$ cat src/rtl/eflags_if.sv
// Decode/writeback/reader bundle for the EFLAGS controller.
// The pipeline side drives the requests as master; eflags_ctrl is the slave.
interface eflags_if;
  logic        flush;
  logic        rsv_valid;
  logic [6:0]  rsv_mask;
  logic        rsv_ready;
  logic        wa_valid;
  logic [6:0]  wa_mask;
  logic [31:0] wa_flags;
  logic        wa_ready;
  logic        wb_valid;
  logic [6:0]  wb_mask;
  logic [31:0] wb_flags;
  logic        wb_ready;
  logic [6:0]  rd_mask;
  logic        rd_stall;
  logic [31:0] flags;
  logic        sb_err;

  modport master (
    output flush, rsv_valid, rsv_mask, wa_valid, wa_mask, wa_flags,
           wb_valid, wb_mask, wb_flags, rd_mask,
    input  rsv_ready, wa_ready, wb_ready, rd_stall, flags, sb_err
  );

  modport slave (
    input  flush, rsv_valid, rsv_mask, wa_valid, wa_mask, wa_flags,
           wb_valid, wb_mask, wb_flags, rd_mask,
    output rsv_ready, wa_ready, wb_ready, rd_stall, flags, sb_err
  );
endinterface

$ cat src/rtl/eflags_ctrl.sv
// Architectural EFLAGS register with per-flag in-flight scoreboard and two arbitrated writers.
// Optional macro EFLAGS_BYPASS_EN forwards this cycle's writes to flags and rd_stall.
module eflags_ctrl #(
  parameter int CNT_W = 3
) (
  input  logic     clk,
  input  logic     rst_n,
  eflags_if.slave  bus
);

  localparam logic [CNT_W-1:0] CNT_MAX   = {CNT_W{1'b1}};
  localparam logic [CNT_W-1:0] CNT_ZERO  = {CNT_W{1'b0}};
  localparam logic [31:0]      FLAG_MASK = 32'h0000_0CD5;

  // Spread a 7-bit {OF,DF,SF,ZF,AF,PF,CF} select onto register bit positions.
  function automatic logic [31:0] mask_to_bits(input logic [6:0] m);
    logic [31:0] b;
    b     = 32'h0000_0000;
    b[0]  = m[0];
    b[2]  = m[1];
    b[4]  = m[2];
    b[6]  = m[3];
    b[7]  = m[4];
    b[10] = m[5];
    b[11] = m[6];
    return b;
  endfunction

  logic [CNT_W-1:0] cnt_r [7];
  logic [31:0]      flags_r;
  logic             sb_err_r;

  logic             rsv_sat_s;
  logic             rsv_acc_s;
  logic             overlap_s;
  logic             wb_acc_s;
  logic [6:0]       dec_a_s;
  logic [6:0]       dec_b_s;
  logic [6:0]       dec_s;
  logic [6:0]       inc_s;
  logic [6:0]       pend_s;
  logic [31:0]      sel_a_s;
  logic [31:0]      sel_b_s;
  logic [31:0]      flags_nxt_s;
  logic             err_s;

  // Arbitration, counter steering, next flag value and pending view.
  always_comb begin
    rsv_sat_s = 1'b0;
    for (int i = 0; i < 7; i++) begin
      rsv_sat_s = rsv_sat_s | (bus.rsv_mask[i] & (cnt_r[i] == CNT_MAX));
    end
    overlap_s   = bus.wa_valid & (|(bus.wa_mask & bus.wb_mask));
    wb_acc_s    = bus.wb_valid & ~overlap_s;
    rsv_acc_s   = bus.rsv_valid & ~rsv_sat_s & ~bus.flush;
    dec_a_s     = {7{bus.wa_valid}} & bus.wa_mask;
    dec_b_s     = {7{wb_acc_s}} & bus.wb_mask;
    dec_s       = dec_a_s | dec_b_s;
    inc_s       = {7{rsv_acc_s}} & bus.rsv_mask;
    sel_a_s     = mask_to_bits(dec_a_s);
    sel_b_s     = mask_to_bits(dec_b_s);
    flags_nxt_s = ((flags_r & ~(sel_a_s | sel_b_s))
                  | (bus.wa_flags & sel_a_s)
                  | (bus.wb_flags & sel_b_s)) & FLAG_MASK;
    err_s       = 1'b0;
    pend_s      = 7'b000_0000;
    for (int i = 0; i < 7; i++) begin
      err_s = err_s | (dec_s[i] & ~inc_s[i] & (cnt_r[i] == CNT_ZERO));
`ifdef EFLAGS_BYPASS_EN
      // A decrement landing this cycle releases the reader immediately.
      pend_s[i] = dec_s[i] ? (cnt_r[i] > CNT_W'(1)) : (cnt_r[i] != CNT_ZERO);
`else
      pend_s[i] = (cnt_r[i] != CNT_ZERO);
`endif
    end
    err_s = err_s & ~bus.flush;
  end

  // Per-flag pending counters; flush wins over any same-cycle inc/dec.
  always_ff @(posedge clk or negedge rst_n) begin
    if (!rst_n) begin
      for (int i = 0; i < 7; i++) cnt_r[i] <= CNT_ZERO;
    end else begin
      for (int i = 0; i < 7; i++) begin
        if (bus.flush) begin
          cnt_r[i] <= CNT_ZERO;
        end else if (inc_s[i] && !dec_s[i]) begin
          cnt_r[i] <= cnt_r[i] + CNT_W'(1);
        end else if (dec_s[i] && !inc_s[i] && (cnt_r[i] != CNT_ZERO)) begin
          cnt_r[i] <= cnt_r[i] - CNT_W'(1);
        end else begin
          cnt_r[i] <= cnt_r[i];
        end
      end
    end
  end

  // Architectural flags and sticky underflow flag.
  always_ff @(posedge clk or negedge rst_n) begin
    if (!rst_n) begin
      flags_r  <= 32'h0000_0000;
      sb_err_r <= 1'b0;
    end else begin
      flags_r  <= flags_nxt_s;
      sb_err_r <= sb_err_r | err_s;
    end
  end

  assign bus.rsv_ready = ~rsv_sat_s;
  assign bus.wa_ready  = 1'b1;
  assign bus.wb_ready  = ~rst_n | ~overlap_s;
  assign bus.rd_stall  = |(bus.rd_mask & pend_s);
  assign bus.sb_err    = sb_err_r;
`ifdef EFLAGS_BYPASS_EN
  assign bus.flags     = rst_n ? flags_nxt_s : 32'h0000_0000;
`else
  assign bus.flags     = flags_r;
`endif

endmodule

$ cat src/flat_wrapper.sv
// flat-port wrapper written by rule: the top's interface ports become plain ports
module eflags_ctrl_flat 
#(
  parameter int CNT_W = 3
)
  (clk, rst_n, bus_flush, bus_rsv_valid, bus_rsv_mask, bus_wa_valid, bus_wa_mask, bus_wa_flags, bus_wb_valid, bus_wb_mask, bus_wb_flags, bus_rd_mask, bus_rsv_ready, bus_wa_ready, bus_wb_ready, bus_rd_stall, bus_flags, bus_sb_err);
  eflags_if bus_i ();
  input  logic clk;
  input  logic rst_n;
  input wire logic [$bits(bus_i.flush)-1:0] bus_flush;
  input wire logic [$bits(bus_i.rsv_valid)-1:0] bus_rsv_valid;
  input wire logic [$bits(bus_i.rsv_mask)-1:0] bus_rsv_mask;
  input wire logic [$bits(bus_i.wa_valid)-1:0] bus_wa_valid;
  input wire logic [$bits(bus_i.wa_mask)-1:0] bus_wa_mask;
  input wire logic [$bits(bus_i.wa_flags)-1:0] bus_wa_flags;
  input wire logic [$bits(bus_i.wb_valid)-1:0] bus_wb_valid;
  input wire logic [$bits(bus_i.wb_mask)-1:0] bus_wb_mask;
  input wire logic [$bits(bus_i.wb_flags)-1:0] bus_wb_flags;
  input wire logic [$bits(bus_i.rd_mask)-1:0] bus_rd_mask;
  output wire logic [$bits(bus_i.rsv_ready)-1:0] bus_rsv_ready;
  output wire logic [$bits(bus_i.wa_ready)-1:0] bus_wa_ready;
  output wire logic [$bits(bus_i.wb_ready)-1:0] bus_wb_ready;
  output wire logic [$bits(bus_i.rd_stall)-1:0] bus_rd_stall;
  output wire logic [$bits(bus_i.flags)-1:0] bus_flags;
  output wire logic [$bits(bus_i.sb_err)-1:0] bus_sb_err;
  assign bus_i.flush = bus_flush;
  assign bus_i.rsv_valid = bus_rsv_valid;
  assign bus_i.rsv_mask = bus_rsv_mask;
  assign bus_i.wa_valid = bus_wa_valid;
  assign bus_i.wa_mask = bus_wa_mask;
  assign bus_i.wa_flags = bus_wa_flags;
  assign bus_i.wb_valid = bus_wb_valid;
  assign bus_i.wb_mask = bus_wb_mask;
  assign bus_i.wb_flags = bus_wb_flags;
  assign bus_i.rd_mask = bus_rd_mask;
  assign bus_rsv_ready = bus_i.rsv_ready;
  assign bus_wa_ready = bus_i.wa_ready;
  assign bus_wb_ready = bus_i.wb_ready;
  assign bus_rd_stall = bus_i.rd_stall;
  assign bus_flags = bus_i.flags;
  assign bus_sb_err = bus_i.sb_err;
  eflags_ctrl #(.CNT_W(CNT_W)) u_core (.clk(clk), .rst_n(rst_n), .bus(bus_i));
endmodule
$ cat config.mk
export PLATFORM = sky130hd
export DESIGN_NAME = eflags_ctrl_flat
export DESIGN_NICKNAME = d
export VERILOG_FILES = /design/src/rtl/eflags_if.sv /design/src/rtl/eflags_ctrl.sv /design/src/flat_wrapper.sv
export SDC_FILE = /design/constraint.sdc
export NUM_CORES = 1
export LEC_CHECK = 0
export ABC_CLOCK_PERIOD_IN_PS = 2700
export BUFFER_PORTS_ARGS = -buffer_cell sky130_fd_sc_hd__buf_4
export CAP_MARGIN = 10
export CORE_MARGIN = 10
export CORE_UTILIZATION = 46
export DETAILED_ROUTE_END_ITERATION = 10
export GPL_ROUTABILITY_DRIVEN = 0
export PLACE_DENSITY = 0.84
export REMOVE_ABC_BUFFERS = 1
export SETUP_SLACK_MARGIN = 0.4
export SLEW_MARGIN = 40
export SYNTH_ARGS = -nofsm -noshare
export SYNTH_HDL_FRONTEND = slang
export SYNTH_SLANG_ARGS = --single-unit
$ cat constraint.sdc
create_clock -name clk -period 2.7 [get_ports clk]
set_input_delay 0.135 -clock clk [delete_from_list [all_inputs] [get_ports clk]]
set_output_delay 0.135 -clock clk [all_outputs]
set_load 0.1 [all_outputs]
* Yosys cells after proc, flatten, opt, wreduce, memory -nomap -nowiden
Cells that the tools add are included.
** Storage, ports and cells
- Register bits after elaboration :: 29
- Output and inout bits :: 37
- Word-level logic and storage cells :: 173
** Operators by class
- Add/subtract/negate cells :: 14
- Equal/unequal tests :: 7
- Mux-type cells :: 21
- Bitwise operators :: 64
- Reductions and logical operators :: 58
** Operators with widths (count)
- $mux 3 :: 21
- $reduce_bool 3->1 :: 14
- $and 12x12->12 :: 3
- $or 12x12->12 :: 3
- $and 7x7->7 :: 5
- $and 1x1->1 :: 26
- $add 3x1->3 const B :: 7
- $eq 3x3->1 const B :: 7
- $logic_and 1x1->1 :: 21
- $logic_not 3->1 :: 7
- $sub 3x1->3 const B :: 7
- $logic_not 1->1 :: 14
- $or 1x1->1 :: 14
- $reduce_or 7->1 :: 2
- $not 12->12 :: 1
- $not 1->1 :: 11
- $or 7x7->7 :: 1

* Depth between registers and ports, before layout
Gate-level depths: netlist (run 1).
- Depth in word-level cells :: 23
- Gate-level depth with buffers :: 12
- Mapped depth without buffers :: 10

* Worst setup path before layout (run 1)
Ideal clock, no wire load.
- Kind :: register to output
- Start :: register u_core.cnt_r[6] (netlist bit)
- End :: output port bus_rsv_ready
- Data arrival time :: 2.821 ns
- Required time :: 2.565 ns
- Setup slack :: -0.256 ns
- Stages on the path, launching flop included :: 4
- Cells stage by stage :: dfrtp_1 > nand4_1 > nand4_4 > nor3_1
** On the way
- Word-level cells in the longest chain between the ends :: 6
** RTL lines
- start, declared :: RTL line eflags_ctrl.sv:29 : logic [CNT_W-1:0] cnt_r [7];
- start signal, assigned by index :: RTL line eflags_ctrl.sv:88 : cnt_r[i] <= cnt_r[i] + CNT_W'(1);
- start signal, assigned by index :: RTL line eflags_ctrl.sv:90 : cnt_r[i] <= cnt_r[i] - CNT_W'(1);
- start signal, assigned by index :: RTL line eflags_ctrl.sv:92 : cnt_r[i] <= cnt_r[i];
- $eq 3x3->1 :: RTL line eflags_ctrl.sv:51 : rsv_sat_s = rsv_sat_s | (bus.rsv_mask[i] & (cnt_r[i] == CNT_MAX));
- $and 1x1->1 :: RTL line eflags_ctrl.sv:51
- $or 1x1->1 (3 in a row) :: RTL line eflags_ctrl.sv:51
- $not 1->1 :: RTL line eflags_ctrl.sv:109 : assign bus.rsv_ready = ~rsv_sat_s;
- end, declared :: RTL line flat_wrapper.sv:20 : output wire logic [$bits(bus_i.rsv_ready)-1:0] bus_rsv_ready;
No other way between the ends.

* Worst setup path after layout (run 1)
- Start :: register u_core.cnt_r[1] (netlist bit)
- End :: register u_core.cnt_r[14] (netlist bit)
** On the way
- Word-level cells in the longest chain between the ends :: 11
- Elaborated cells between the ends (all ways) :: 14
- Classes of those cells :: eq/ne (1); mux (2); bitwise (6); reduce/logical (5)
** RTL lines
- $eq 3x3->1 * :: RTL line eflags_ctrl.sv:51
- $and 1x1->1 * :: RTL line eflags_ctrl.sv:51
- $or 1x1->1 * :: RTL line eflags_ctrl.sv:51
- $not 1->1 * :: RTL line eflags_ctrl.sv:55 : rsv_acc_s = bus.rsv_valid & ~rsv_sat_s & ~bus.flush;
- $and 1x1->1 * (2 in a row) :: RTL line eflags_ctrl.sv:55
- $and 7x7->7 * :: RTL line eflags_ctrl.sv:59 : inc_s = {7{rsv_acc_s}} & bus.rsv_mask;
- $logic_not 1->1 :: RTL line eflags_ctrl.sv:89 : end else if (dec_s[i] && !inc_s[i] && (cnt_r[i] != CNT_ZERO)) begin
- $logic_and 1x1->1 (2 in a row) :: RTL line eflags_ctrl.sv:89
- $reduce_bool 3->1 (no source line)
Mark *: on every way between the ends. The rest lies on a longest branch, timed or not.
A chain may end at the register's enable or synchronous reset.

==> metrics.yaml, run 1 <==
outcome: "completed"
syn_area_mm2: 0.002486
antenna_left: 0
max_freq_ghz: 0.4283
skew_ps: 4.672
clock_power_share_pct: 17.3
p_sw_uw: 1035
diodes: 0
placedCellCount: 402
io_pins: 135
setup_ws_ps: 365.0
firstDrtPassIters: 5
die_h_um: 93.52
cts_buffers: 5
wl_per_cell_um: 17.73
end_kind: "register"
ys_warn_count: 0
ys_ff_latch: 29
worstSetupPathType: "reg2reg"
start_util_pct: 48.06
seq_area_frac_synth_pct: 29.19
synth_flop_cell: "dfrtp_1"
synth_edf_count: 0
yosysMostFrequentCell: "dfrtp_1"
setup_viol: 0
swShare_pct: 47.75
cap_violations: 0
setup.worst_path.start_class: "register"
syn_to_final_growth_pct: 31.10
arrival_ps: 2500
syn_inst: 277
cp_max_fo: 5
grt_max_degree: 31
place_ws_ps: 37.32
drt_wl_total_um: 7643
nets: 466
fin_crit_sh_pct: 86.48
grt_usage_pct: 16.84
grt_overflow: 0
rows: 26
drc: 0
cts-root-buf: "clkbuf_8"
ff2ff_setup_slack_ps: 370
powerDensity_mw_per_mm2: 664.9
rsz0062_at_grt: "yes"
via_count: 2446
hold_viol: 0
placement.io_buffers: 58
hp-class: "in2reg"
finalMaxSlewViolations: 0
drtIter0Drc: 165
seq_area_um2: 732.0
synth_common_cells: "29 x dfrtp_1, 26 x buf_4, 23 x nor2_1"
peakVddDrop_uv: 382.3
synth_area_per_cell_um2: 8.975
synth_top_area_share_pct: 29.19
cp.required_ps: 2870
drive_gt1_share_pct: 37.95
final_cell_count_no_fill: 431
clock_path_buffers: 2
core_area_mm2: 0.005172
clk_latency_ps: 300
p_int_uw: 1133
synth.distinct_cells: 60
maxSlewHeadroom_pct: 64.88
min_period_ps: 2335
fillers: 424
clk_pin_slew_ps: 60
multi_input_area_mm2: 0.001627
cts_tree: "yes"
first_global_vias: 2448
p_leak_uw: 0.001538
dieArea_mm2: 0.008745
netlist_top_cells_area: "dfrtp_1 29%, buf_4 7.9%, fa_1 5.6%"
grt_pass1_wl_um: 11790
worst_pin_slew_ps: 523.6
antenna_found_initial: 0
post-dp-hpwl_um: 5600
via_per_inst: 5.675
pwr-share-seq_pct: 27.9
synth_top_cell_by_area: "dfrtp_1"
synthArstFlopShare_pct: 100.0
cts_max_level: 2
cts_sinks: 29
combPwrFrac_pct: 54.7
die_w_um: 93.52
holdWs_ps: 57.56
==> stage by stage <==
stage	cell area [um^2]	util [%]	setup TNS [ps]	power, uW
after floorplan	2341	-	-256.5	1409
after global placement	2917	56.39	0	1643
after detailed placement	2917	56.39	0	1678
after CTS	3127	60.45	0	2090
after global routing	3259	63.01	0	2299
final	3259	63.01	0	2167
==> layout make-up <==
type	count	share of cell area [%]
multi-input cells	221	49.90
flip-flops and latches	29	22.46
repair buffers	87	20.35
well taps	70	2.687
clock buffers	7	2.649
inverters	17	1.958
==> worst max-delay path: stages (launching register included) <==
cell and delay (ps):
dfrtp_1 420, nand4_1 190, nand4_4 140, nor4_4 420
and3_4 270, fa_2 220, and4b_1 230, a311oi_2 230
a2111oi_2 90
==> power by group through the flow <==
stage               registers [uW]  clock network [uW]  logic, uW
finish                         605                 376       1190
global route                   617                 404       1280
CTS                            600                 377       1110
detailed placement             611                   0       1070
global placement               605                   0       1040
floorplan                      707                   0        702
==> kinds of logic after synthesis <==
family	share of synthesized area [%]
simple gates	25.11
compound gates	19.98
buf+inv	12.03
flops	29.19
mux	5.285
fa+ha+maj	5.636
xor+xnor	2.466
other cells	0.3021
==> layout by cell type, fill, tap and decap left out, types with 3 or more instances in the layout <==
| cell | n |
|---|---|
| nor3_2 | 4 |
| and4_1 | 3 |
| fa_2 | 4 |
| buf_4 | 84 |
| xnor2_1 | 5 |
| nand3_1 | 13 |
| dfrtp_1 | 24 |
| inv_1 | 17 |
| nand4_1 | 11 |
| clkbuf_8 | 6 |
| conb_1 | 26 |
| nand2_1 | 14 |
| and3b_1 | 3 |
| a211oi_1 | 7 |
| fa_1 | 3 |
| dfrtp_2 | 5 |
| a21oi_1 | 7 |
| nor2_1 | 23 |
| o21ai_0 | 4 |
| or3_1 | 7 |
| a22oi_1 | 6 |
| mux2i_1 | 4 |
| nor3_1 | 7 |
| a32oi_1 | 6 |
| mux2_2 | 3 |
==> worst paths after layout <==
path / startpoint / endpoint / cells after the start
hold / removal: bus_flush / u_core.cnt_r[3] / 2
max in group asynchronous: rst_n / u_core.cnt_r[10] / 2
min in group asynchronous: rst_n / u_core.bus.flags[7] / 2
hold reg to reg: u_core.bus.flags[6] / u_core.bus.flags[6] / 2
setup / recovery: u_core.cnt_r[1] / u_core.cnt_r[14] / 8
setup reg to reg: u_core.cnt_r[1] / u_core.cnt_r[14] / 8
==> sequential cells by signal (all words and copies together), names as in the netlist <==
| name | count |
|---|---|
| u_core.cnt_r | 21 |
| u_core.bus.sb_err | 1 |
| u_core.bus.flags | 7 |
==> layer usage <==
layer / GRT usage, % / vias to the layer above / wire length, um
li1: - / 1142 / -
met1: 18.61 / 1217 / 2886
met2: 29.41 / 75 / 4062
met3: 5.596 / 12 / 558
met4: 5.913 / 0 / 135
met5: 0 / - / 0
==> timing repair <==
item,4_1_cts,5_1_grt
endpoints found under the setup margin,7,9
resized for setup,9,19
hold buffers,1,0
setup buffers,12,9
pin swaps,15,20
endpoints found under the hold margin,29,0
No activity file was read; power rests on OpenSTA's default activity.
==> inputs of run 2 (changes only) <==
--- a/config.mk
+++ b/config.mk
@@ -9,10 +9,11 @@
 export BUFFER_PORTS_ARGS = -buffer_cell sky130_fd_sc_hd__buf_4
 export CAP_MARGIN = 10
 export CORE_MARGIN = 10
-export CORE_UTILIZATION = 46
+export CORE_UTILIZATION = 47
+export CTS_BUF_LIST = sky130_fd_sc_hd__clkbuf_4
 export DETAILED_ROUTE_END_ITERATION = 10
 export GPL_ROUTABILITY_DRIVEN = 0
-export PLACE_DENSITY = 0.84
+export PLACE_DENSITY = 0.88
 export REMOVE_ABC_BUFFERS = 1
 export SETUP_SLACK_MARGIN = 0.4
 export SLEW_MARGIN = 40
==> metrics.yaml, run 2 (synthesis gave the netlist of run 1 again) <==
outcome: "completed"
wl_per_cell_um: 17.18  # -3.1%
firstDrtPassIters: 5  # unchanged
setup_viol: 0  # unchanged
top_usage_layer: "met2"
pwr-share-seq_pct: 29.6  # +1.7 points
core_area_mm2: 0.005107  # -1.3%
combPwrFrac_pct: 57.2  # +2.5 points
maxSlewHeadroom_pct: 61.04  # -3.8 points
mostFrequentLayoutCells: "86 x buf_4, 29 x dfrtp_1, 26 x conb_1"
dieArea_mm2: 0.008599  # -1.7%
min_period_ps: 2394  # +58.94 ps
finalMaxSlewViolations: 0  # unchanged
die_h_um: 92.73  # -0.84%
fin_area_mm2: 0.003199  # -1.8%
grt_usage_pct: 16.29  # -0.55 points
nets: 467  # +0.21%
slowest_delay_ps: 470  # +50 ps
grt_pass1_wl_um: 11480  # -2.6%
cp_max_fo: 5  # unchanged
start_util_pct: 48.68  # +0.61 points
p_int_uw: 1019  # -10%
met2_usage_pct: 28.12  # -1.3 points
cts_tree: "yes"
setup.worst_path.start_class: "register"
antenna_found_initial: 0  # unchanged
swShare_pct: 49.76  # +2.0 points
skew_ps: 15.47  # +10.80 ps
grt_overflow: 0  # unchanged
clk_pin_slew_ps: 100  # +40 ps
post-dp-hpwl_um: 5496  # -1.8%
grtUsageMet1_pct: 18.10  # -0.50 points
setup_ws_ps: 306.1  # -58.94 ps
cts_sinks: 29  # unchanged
crit_chain: "and4_2 -> nor4_4 -> buf_4 -> and3_4 -> fa_2 -> or3_4 -> mux2i_2 -> xnor2_1 -> nor2_1"
powerDensity_mw_per_mm2: 634.3  # -4.6%
crit_buf_inv: 1  # +1
cts_buffers: 5  # unchanged
drtIter0Drc: 216  # +31%
die_w_um: 92.73  # -0.84%
rsz0062_at_grt: "yes"
holdWs_ps: 3.976  # -53.58 ps
hold_viol: 0  # unchanged
largest_register: "u_core.cnt_r"
via_per_inst: 5.677  # about the same
tns_ps: 0  # unchanged
diodes: 0  # unchanged
antenna_left: 0  # unchanged
arrival_ps: 2620  # +120 ps
critical-path-top-delay-family: "simple AND/OR/NAND/NOR gates"
clk_latency_ps: 350  # +50 ps
largest_register_ffs: 21  # unchanged
clock_power_share_pct: 13.2  # -4.1 points
syn_to_final_growth_pct: 28.69
drive_gt1_share_pct: 34.99  # -3.0 points
p_sw_uw: 1010  # -2.4%
cts-root-buf: "clkbuf_4"
rows: 26  # unchanged
cap_violations: 0  # unchanged
placed_area_mm2: 0.002917  # unchanged
clock_path_buffers: 2  # unchanged
peakVddDrop_uv: 241.1  # -37%
end_kind: "register"
max_freq_ghz: 0.4177  # -2.5%
via_count: 2458  # +0.49%
grt_use_met3_pct: 5.408  # -0.19 points
final_common_cell: "buf_4"
drt_wl_total_um: 7441  # -2.6%
p_leak_uw: 0.001526  # -0.76%
first_global_vias: 2471  # +0.94%
drc: 0  # unchanged
cp.required_ps: 2930  # +60 ps
placement.io_buffers: 58  # unchanged
place_ws_ps: 62.44  # +25.13 ps
worstSetupPathType: "reg2reg"
critPathSlowestCell: "dfrtp_1"
io_pins: 135  # unchanged
hp-class: "in2reg"
worst_pin_slew_ps: 579.9  # +56.27 ps
fin_crit_sh_pct: 88.66  # +2.2 points
final_util_pct: 62.64  # -0.37 points
cts_max_level: 2  # unchanged
grt_max_degree: 31  # unchanged
## run 2: cell types whose count changed in the layout (fill, tap and decap cells not counted), moves of 5 or more
cell | previous run | this run
clkbuf_8 | 6 | 0
dfrtp_2 | 5 | 0
dfrtp_1 | 24 | 29
clkbuf_4 | 0 | 6
## run 2: routing by layer
layer / up-vias / share of wire (%)
met5: - / 0
met2: 97 / 52
met4: 0 / 1.9
li1: 1146 / -
met1: 1199 / 38
met3: 16 / 7.6
## run 2: timing repair
item	in CTS	in global routing
buffers inserted	8	14
endpoints found under the hold margin	29	0
hold buffers	1	0
endpoints found under the setup margin	7	13
cloned	0	0
pin swaps	9	13
resized for setup	5	9
## run 2: final timing paths
| check | cells after the start | end | slack [ps] | startpoint |
|---|---|---|---|---|
| setup / recovery | 9 | u_core.cnt_r[8] | 310 | u_core.cnt_r[19] |
| hold / removal | 3 | u_core.bus.flags[7] | 4 | bus_wa_flags[7] |
| setup reg to reg | 9 | u_core.cnt_r[8] | 310 | u_core.cnt_r[19] |
| hold reg to reg | 2 | u_core.bus.flags[6] | 490 | u_core.bus.flags[6] |
| max in group asynchronous | 2 | u_core.cnt_r[10] | 2160 | rst_n |
| min in group asynchronous | 2 | u_core.bus.flags[4] | 240 | rst_n |
## run 2: final cells by class
| cell class | instances | area (um^2) |
|---|---|---|
| Multi-Input combinational cell | 221 | 1600 |
| Clock inverter | 2 | 10.01 |
| Tap cell | 70 | 87.58 |
| Inverter | 17 | 63.81 |
| Fill cell | 421 | 1908 |
| Timing Repair Buffer | 88 | 666.9 |
| Clock buffer | 6 | 45.04 |
| Sequential cell | 29 | 725.7 |
## run 2: power by group through the flow
stage	logic, uW	clock network (uW)	registers, uW
floorplan	702	0	707
global placement	1040	0	605
detailed placement	1060	0	610
CTS	1110	274	593
global route	1260	296	612
finish	1160	269	601
## run 2: stage by stage
step	total power, uW	std cells
6_report	2029	433
3_3_place_gp	1642	402
4_1_cts	1975	419
2_1_floorplan	1409	267
3_5_place_dp	1672	402
5_1_grt	2165	433
## run 2: tightest hold or removal path: stages
cell and delay (ps):
buf_4 80, nand3_1 60, nand2_1 50
==> inputs of run 3 (changes only) <==
--- a/config.mk
+++ b/config.mk
@@ -9,11 +9,11 @@
 export BUFFER_PORTS_ARGS = -buffer_cell sky130_fd_sc_hd__buf_4
 export CAP_MARGIN = 10
 export CORE_MARGIN = 10
-export CORE_UTILIZATION = 47
+export CORE_UTILIZATION = 30
 export CTS_BUF_LIST = sky130_fd_sc_hd__clkbuf_4
 export DETAILED_ROUTE_END_ITERATION = 10
 export GPL_ROUTABILITY_DRIVEN = 0
-export PLACE_DENSITY = 0.88
+export PLACE_DENSITY = 0.62
 export REMOVE_ABC_BUFFERS = 1
 export SETUP_SLACK_MARGIN = 0.4
 export SLEW_MARGIN = 40
==> metrics.yaml, run 3 (synthesis gave the netlist of run 1 again) <==
min_period_ps: 2305  # -88.99 ps
placement.io_buffers: 58  # unchanged
via_count: 2403  # -2.2%
wl_per_cell_um: 16.09  # -6.3%
antenna_found_initial: 0  # unchanged
clk_pin_slew_ps: 110  # about the same
die_h_um: 111.0  # +20%
via_per_inst: 5.124  # -9.7%
drtIter0Drc: 143  # -34%
holdWs_ps: 13.65  # +9.669 ps
finalMaxSlewViolations: 0  # unchanged
worst_pin_slew_ps: 515.2  # -64.73 ps
cp.required_ps: 2940  # about the same
setup_viol: 0  # unchanged
syn_to_final_growth_pct: 31.86
diodes: 0  # unchanged
hold_depth: 3  # unchanged
hold_viol: 0  # unchanged
fin_crit_sh_pct: 85.37  # -3.3 points
drt_wl_total_um: 7548  # +1.4%
grt_usage_pct: 11.57  # -4.7 points
drive_gt1_share_pct: 37.36  # +2.4 points
peakVddDrop_uv: 175.5  # -27%
fin_area_mm2: 0.003278  # +2.5%
firstDrtPassIters: 4  # -1
cts-root-buf: "clkbuf_4"
hp-class: "in2reg"
placedCellCount: 438  # +9.0%
ff2ff_setup_slack_ps: 400  # +90 ps
cts_buffers: 5  # unchanged
mostFrequentLayoutCells: "88 x buf_4, 28 x dfrtp_1, 26 x conb_1"
cts_max_level: 2  # unchanged
placed_area_mm2: 0.002968  # +1.8%
p_leak_uw: 0.001527  # about the same
largest_register: "u_core.cnt_r"
post-dp-hpwl_um: 5930  # +7.9%
die_w_um: 111.0  # +20%
first_global_vias: 2407  # -2.6%
r2r_start: "u_core.cnt_r[20]"
setup.worst_path.start_class: "register"
grt_pass1_wl_um: 11820  # +2.9%
worstSetupPathType: "reg2reg"
start_util_pct: 30.56  # -18 points
max_freq_ghz: 0.4339  # +3.9%
top_usage_layer: "met2"
nets: 468  # +0.21%
grt_use_met3_pct: 3.950  # -1.5 points
cap_violations: 0  # unchanged
tns_ps: 0  # unchanged
final_cell_count_no_fill: 469  # +8.3%
powerDensity_mw_per_mm2: 625.2  # -1.4%
timing.rr.end: "u_core.cnt_r[11]"
place_ws_ps: 72.59  # +10.15 ps
arrival_ps: 2550  # -70 ps
maxSlewHeadroom_pct: 65.45  # +4.4 points
setup_ws_ps: 395.1  # +88.99 ps
cp_max_fo: 6  # +1
hold_start: "bus_wa_flags[7]"
rsz0062_at_grt: "yes"
end_kind: "register"
skew_ps: 13.63  # -1.845 ps
grtUsageMet1_pct: 12.79  # -5.3 points
rows: 33  # +27%
clock_path_buffers: 2  # unchanged
io_pins: 135  # unchanged
cts_tree: "yes"
met2_usage_pct: 19.69  # -8.4 points
largest_register_ffs: 21  # unchanged
antenna_left: 0  # unchanged
cts_sinks: 29  # unchanged
r2r_cells: 8  # -1
core_area_mm2: 0.008134  # +59%
grt_overflow: 0  # unchanged
drc: 0  # unchanged
dieArea_mm2: 0.01233  # +43%
whs_endpoint: "u_core.bus.flags[7]"
final_common_cell: "buf_4"
clk_latency_ps: 340  # about the same
outcome: "completed"
grt_max_degree: 31  # unchanged
run 3: changes by cell type in the layout (fill, tap and decap cells not counted), sizes merged:
cell,change
clkinv,+1
clkbuf,-1
buf,+1
run 3: repair_timing:
item                       CTS  global route
pin swaps                    7            13
buffers inserted            10            12
hold buffers                 1             0
setup endpoints to repair    6             8
hold endpoints to repair    29             0
gates resized for setup      5            18
run 3: final cells by class:
cell class	instances	area [um^2]
flip-flops and latches	29	726.9
inverters	17	63.81
clock buffers	5	37.54
fillers	810	4856
repair buffers	89	670.6
well taps	105	131.4
multi-input cells	221	1635
clock inverters	3	12.51
run 3: worst max path at each step:
stage	from	endpoint	slack [ps]	cells after the start
floorplan	u_core.cnt_r[6]	bus_rsv_ready	-260	3
global placement	bus_wb_mask[1]	u_core.cnt_r[14]	140	9
detailed placement	bus_wb_mask[1]	u_core.cnt_r[14]	70	9
CTS	u_core.cnt_r[9]	u_core.cnt_r[14]	390	7
global route	u_core.cnt_r[19]	u_core.cnt_r[11]	270	8
finish	u_core.cnt_r[20]	u_core.cnt_r[11]	400	8
run 3: worst max-delay path: stages (launching register included):
cell and delay, ps:
dfrtp_1 440, and4_2 340, nor4_2 80, and2_4 170, and2_4 150, fa_2 360, and3b_1 280, a311oi_2 70
a2111oi_2 330
run 3: power by group:
group | total, uW | switching (uW) | internal (uW)
Combinational | 1200 | 780 | 424
Sequential | 589 | 74.8 | 515
Clock | 256 | 162 | 94.0
Total | 2050 | 1020 | 1030
run 3: per-stage QoR:
stage / utilization [%] / total power [uW]
after floorplan: - / 1409
after global placement: 36.49 / 1664
after detailed placement: 36.49 / 1683
after CTS: 38.36 / 1984
after global routing: 40.30 / 2195
final: 40.30 / 2050
run 3: layer usage:
layer | up-vias | wire (um) | share of wire (%)
met4 | 0 | 231 | 3.1
met5 | - | 0 | 0
met2 | 77 | 3787 | 50
met1 | 1154 | 3020 | 40
met3 | 18 | 508 | 6.7
li1 | 1154 | - | -
